`src/rtl/ascon_perm_core.sv`:
```
// Ascon permutation engine: p^a with a = 1..12, UNROLL rounds per clock, valid/ready on both sides.
// State lanes are packed x0 at [319:256] down to x4 at [63:0].
module ascon_perm_core #(
  parameter int unsigned UNROLL = 1,
  parameter int unsigned BW     = 64
) (
  input  logic         clk,
  input  logic         rstn,
  input  logic         in_valid,
  output logic         in_ready,
  input  logic [319:0] in_state,
  input  logic [3:0]   in_rounds,
  output logic         out_valid,
  input  logic         out_ready,
  output logic [319:0] out_state,
  output logic         busy
);

  if (UNROLL < 1 || UNROLL > 4) begin : g_bad_unroll
    $error("ascon_perm_core: UNROLL must be 1, 2, 3 or 4");
  end
  if (BW != 64) begin : g_bad_bw
    $error("ascon_perm_core: BW must be 64");
  end

  typedef enum logic [1:0] {StIdle, StRun, StDone} state_e;

  state_e       state_q;
  logic [319:0] st_q;
  logic [3:0]   k_q;
  logic [3:0]   rem_q;
  logic         out_valid_q;

  logic [3:0]   a_clamped;
  logic [3:0]   m;
  logic [3:0]   rem_next;
  logic [7:0]   stage_rc [UNROLL];
  logic [319:0] stage_last;

  function automatic logic [63:0] ror(input logic [63:0] x, input int unsigned n);
    return (x >> n) | (x << (64 - n));
  endfunction

  function automatic logic [319:0] ascon_round(input logic [319:0] s, input logic [7:0] rc);
    logic [63:0] x0, x1, x2, x3, x4;
    logic [63:0] t0, t1, t2, t3, t4;
    x0 = s[319:256];
    x1 = s[255:192];
    x2 = s[191:128] ^ {56'd0, rc};
    x3 = s[127:64];
    x4 = s[63:0];
    x0 = x0 ^ x4;
    x4 = x4 ^ x3;
    x2 = x2 ^ x1;
    t0 = ~x0 & x1;
    t1 = ~x1 & x2;
    t2 = ~x2 & x3;
    t3 = ~x3 & x4;
    t4 = ~x4 & x0;
    x0 = x0 ^ t1;
    x1 = x1 ^ t2;
    x2 = x2 ^ t3;
    x3 = x3 ^ t4;
    x4 = x4 ^ t0;
    x1 = x1 ^ x0;
    x0 = x0 ^ x4;
    x3 = x3 ^ x2;
    x2 = ~x2;
    x0 = x0 ^ ror(x0, 19) ^ ror(x0, 28);
    x1 = x1 ^ ror(x1, 61) ^ ror(x1, 39);
    x2 = x2 ^ ror(x2, 1)  ^ ror(x2, 6);
    x3 = x3 ^ ror(x3, 10) ^ ror(x3, 17);
    x4 = x4 ^ ror(x4, 7)  ^ ror(x4, 41);
    return {x0, x1, x2, x3, x4};
  endfunction

  // Stages beyond the remaining round count pass the state through untouched.
  for (genvar j = 0; j < int'(UNROLL); j++) begin : g_stage
    logic [319:0] s_in;
    logic [319:0] s_out;
    logic [3:0]   idx;
    if (j == 0) begin : g_first
      assign s_in = st_q;
    end else begin : g_chain
      assign s_in = g_stage[j-1].s_out;
    end
    assign idx         = k_q + 4'(j);
    assign stage_rc[j] = {~idx, idx};
    assign s_out       = (4'(j) < rem_q) ? ascon_round(s_in, stage_rc[j]) : s_in;
  end

  assign stage_last = g_stage[UNROLL-1].s_out;

  always_comb begin
    a_clamped = in_rounds;
    if (in_rounds == 4'd0 || in_rounds > 4'd12) a_clamped = 4'd12;
    m        = (rem_q < 4'(UNROLL)) ? rem_q : 4'(UNROLL);
    rem_next = rem_q - m;
  end

  always_ff @(posedge clk or negedge rstn) begin
    if (!rstn) begin
      state_q     <= StIdle;
      st_q        <= '0;
      k_q         <= '0;
      rem_q       <= '0;
      out_valid_q <= 1'b0;
    end else begin
      case (state_q)
        StIdle: begin
          if (in_valid) begin
            st_q    <= in_state;
            k_q     <= 4'd12 - a_clamped;
            rem_q   <= a_clamped;
            state_q <= StRun;
          end
        end
        StRun: begin
          st_q  <= stage_last;
          k_q   <= k_q + m;
          rem_q <= rem_next;
          if (rem_next == 4'd0) begin
            state_q     <= StDone;
            out_valid_q <= 1'b1;
          end
        end
        StDone: begin
          if (out_ready) begin
            state_q     <= StIdle;
            out_valid_q <= 1'b0;
          end
        end
        default: state_q <= StIdle;
      endcase
    end
  end

  assign in_ready  = (state_q == StIdle);
  assign busy      = !in_ready;
  assign out_valid = out_valid_q;
  assign out_state = st_q;

endmodule

```
`config.mk`:
```
export PLATFORM = sky130hd
export DESIGN_NAME = ascon_perm_core
export DESIGN_NICKNAME = d
export VERILOG_FILES = /design/src/rtl/ascon_perm_core.sv
export SDC_FILE = /design/constraint.sdc
export NUM_CORES = 2
export LEC_CHECK = 0
export CORE_AREA = 3 3 249 251
export CTS_BUF_LIST = sky130_fd_sc_hd__clkbuf_8
export CTS_CLUSTER_SIZE = 24
export DETAILED_ROUTE_END_ITERATION = 6
export DIE_AREA = 0 0 252 254
export MAX_ROUTING_LAYER = met4
export PLACE_DENSITY = 0.84
export RECOVER_POWER = 100
export SLEW_MARGIN = 10
export SYNTH_ARGS = -nofsm -noshare
export SYNTH_HDL_FRONTEND = slang
export SYNTH_SLANG_ARGS = --single-unit
export TNS_END_PERCENT = 30
```
`constraint.sdc`:
```
create_clock -name clk -period 6.6 [get_ports clk]
set_input_delay 0.66 -clock clk [delete_from_list [all_inputs] [get_ports clk]]
set_output_delay 0.66 -clock clk [all_outputs]
set_load 0.005 [all_outputs]
```
==> impl_metrics.json <==
{
  "synth_ff_type": "dfrtp_1",
  "synth_area_um2": 33160,
  "finalClockSkew_ns": 0.03637,
  "ioPinCount": 651,
  "slew_viol_final": 171,
  "crit_required_ns": 7.15,
  "cts_setup_buffers": 0,
  "startpoint_type": "flop",
  "post_cts_resized": 0,
  "syn_inst": 3358,
  "maxCapViolCount": 5,
  "clk_pin_slew_ns": 0.06,
  "fmax_mhz": 193.4,
  "seq_area_frac_synth": 0.2498,
  "path_cells": "nand2b_4 -> nor2_1 -> nor2_4 -> buf_12 -> a221o_1",
  "initial_core_util": 0.5515,
  "routedWlPerCell_um": 35.95,
  "cts_tree": "built",
  "area_delta_synth_final_pct": 25.70,
  "ys_types": 66,
  "routabilityCongestion": 1.153,
  "hp-class": "input port to asynchronous set/reset pin",
  "die_h_um": 254,
  "cts_htree_levels": 3,
  "yosys_warnings": 0,
  "crit_path_end_kind": "flop",
  "dr.pass1.iters": 7,
  "clk_path_buf_depth": 3,
  "finalHoldViolCount": 1,
  "synth-async-reset-ratio": 1.000,
  "grt_overflow": 0,
  "status": "finished with violations",
  "grt_usage": 0.5429,
  "grt_max_degree": 206,
  "fp.coreArea_um2": 60130,
  "violations": "DRC, hold timing, capacitance limit, slew limit",
  "numCtsBuffers": 66,
  "crit_slowest_cell": "nor2_1",
  "setup_viol": 0,
  "die_area_um2": 64010,
  "drc": 1,
  "root_buffer": "clkbuf_8",
  "rows": 90,
  "relSlewSlack": -1.057,
  "dp_hpwl_mm": 139.4,
  "vias_per_cell": 6.777,
  "syn_avg_cell_area_um2": 9.876,
  "ys_ff_latch": 331,
  "cts.sink_count": 331,
  "synth_edf_count": 0,
  "setup.worst_path.class": "flop to flop",
  "rsz0062_at_grt": "no",
  "crit_family": "simple AND/OR/NAND/NOR gates",
  "antenna_found_initial": 11,
  "grt_pass1_wl_mm": 233.9,
  "min_period_ns": 5.171,
  "period_share": 0.7835,
  "worst_slew_pin_slew_ns": 3.074,
  "die_w_um": 252,
  "crit_buf_inv": 1,
  "drive_above_1_share": 0.05962,
  "num_vias": 32560,
  "arrival_ns": 5.72,
  "clock_latency_ns": 0.70,
  "routed_wl_mm": 172.7,
  "io_buffers": 650,
  "cpPeakStageDelay_ns": 2.37,
  "crit_fanout": 173,
  "whs_ns": -0.0007229,
  "grt_pass1_vias": 30830,
  "final_nets": 4425,
  "first_iter_violations": 5169,
  "hold_buffers": 0,
  "antenna_left": 0,
  "setup_tns_ns": 0
}
-- logic make-up after synthesis --
kind of cell	after synthesis	share of synthesized area
buf+inv	346	0.04207
fa+ha+maj	197	0.07025
simple gates	882	0.1369
xor+xnor	836	0.3507
flops	331	0.2498
other cells	2	0.0002264
mux	28	0.008451
compound gates	736	0.1417
-- layer usage --
metal | part of all wire | track usage | up-vias
li1 | - | - | 13160
met2 | 0.42 | 0.7845 | 2804
met4 | 0.085 | 0.3502 | 0
met3 | 0.14 | 0.1787 | 676
met5 | 0 | - | -
met1 | 0.35 | 0.6530 | 15920
-- path summary, 6_finish.rpt --
check                                    start              to  slack [ns]  depth (start not counted)
worst min-delay path                      rstn  out_state[138]     -0.0007                          1
min in group clk                out_state[128]  out_state[128]        0.54                          1
worst min register to register  out_state[128]  out_state[128]        0.54                          1
worst max register to register      state_q[1]  out_state[291]        1.43                          5
worst max-delay path                state_q[1]  out_state[291]        1.43                          5
max in group asynchronous                 rstn  out_state[228]        3.53                          2
-- placed cells by master, fill, tap and decap left out, types with 17 or more instances in the layout --
master and count:
buf_4 29, ha_1 133, nand2_1 188, xor3_1 58, o21a_1 17, dlygate4sd3_1 322
or2_2 42, a21oi_1 186, o221ai_1 80, nand4_1 17, mux2i_1 28, xnor2_2 39
and2_1 17, nor2_1 140, a21o_1 77, and3_1 149, xor2_1 188, nand3b_1 40
dfrtp_1 331, o21ai_0 183, maj3_1 51, nor3_1 49, inv_1 210, a21boi_0 21
o211ai_1 41, xnor3_1 228, a211oi_1 57, nand3_1 167, clkbuf_8 81, nor2b_1 26
a31oi_1 25, xnor2_1 322, clkdlybuf4s50_1 327
-- synthesized netlist by cell type, drive strengths merged (40+ instances only) --
master | n | area share
a211oi | 57 | 0.013
nand3b | 40 | 0.0091
o21ai | 187 | 0.028
nand2 | 189 | 0.021
maj3 | 63 | 0.019
dfrtp | 331 | 0.25
xnor2 | 361 | 0.10
o211ai | 41 | 0.0093
ha | 133 | 0.050
xor3 | 58 | 0.042
xor2 | 189 | 0.050
and3 | 153 | 0.029
a21oi | 186 | 0.028
nand3 | 167 | 0.025
o221ai | 80 | 0.021
xnor3 | 228 | 0.15
inv | 196 | 0.022
nor2 | 142 | 0.016
or2 | 43 | 0.0081
clkbuf | 77 | 0.0088
nor3 | 50 | 0.0075
a21o | 77 | 0.017
buf | 73 | 0.011
-- state kept, by name, indices dropped and copies added, names as in the netlist --
register and count:
out_valid 1, rem_q 4, state_q 2, k_q 4, out_state 320
-- per-stage QoR --
stage / std cells / setup slack, ns / cell area [um^2] / util / hold WS [ns]
2_1_floorplan: 3359 / 4.516 / 33170 / - / 0.3644
3_3_place_gp: 4677 / 3.263 / 40360 / 0.6712 / 0.5230
3_5_place_dp: 4677 / 3.192 / 40360 / 0.6712 / 0.5294
4_1_cts: 4791 / 3.240 / 41710 / 0.6937 / 0.03229
5_1_grt: 4796 / 1.695 / 41670 / 0.6929 / 0.06223
6_report: 4804 / 1.429 / 41690 / 0.6932 / -0.0007229
-- layout make-up --
type	count	area, um^2
diodes	13	32.53
clock buffers	81	1115
clock inverters	33	237.7
fillers	4436	18450
inverters	196	735.7
multi-input cells	2682	23500
flip-flops and latches	331	8283
well taps	782	978.4
repair buffers	686	6804
-- worst reg2reg max path: cells and delay by family (launching register included) --
family                 cells  cell delay, ns
and+or+nand+nor            3            3.18
AOI/OAI and AO/OA          1            0.98
DFF                        1            0.48
buffers and inverters      1            0.40
Power is not shown: default switching activity piles up to over one toggle a cycle in this logic, so the estimate is an artifact.
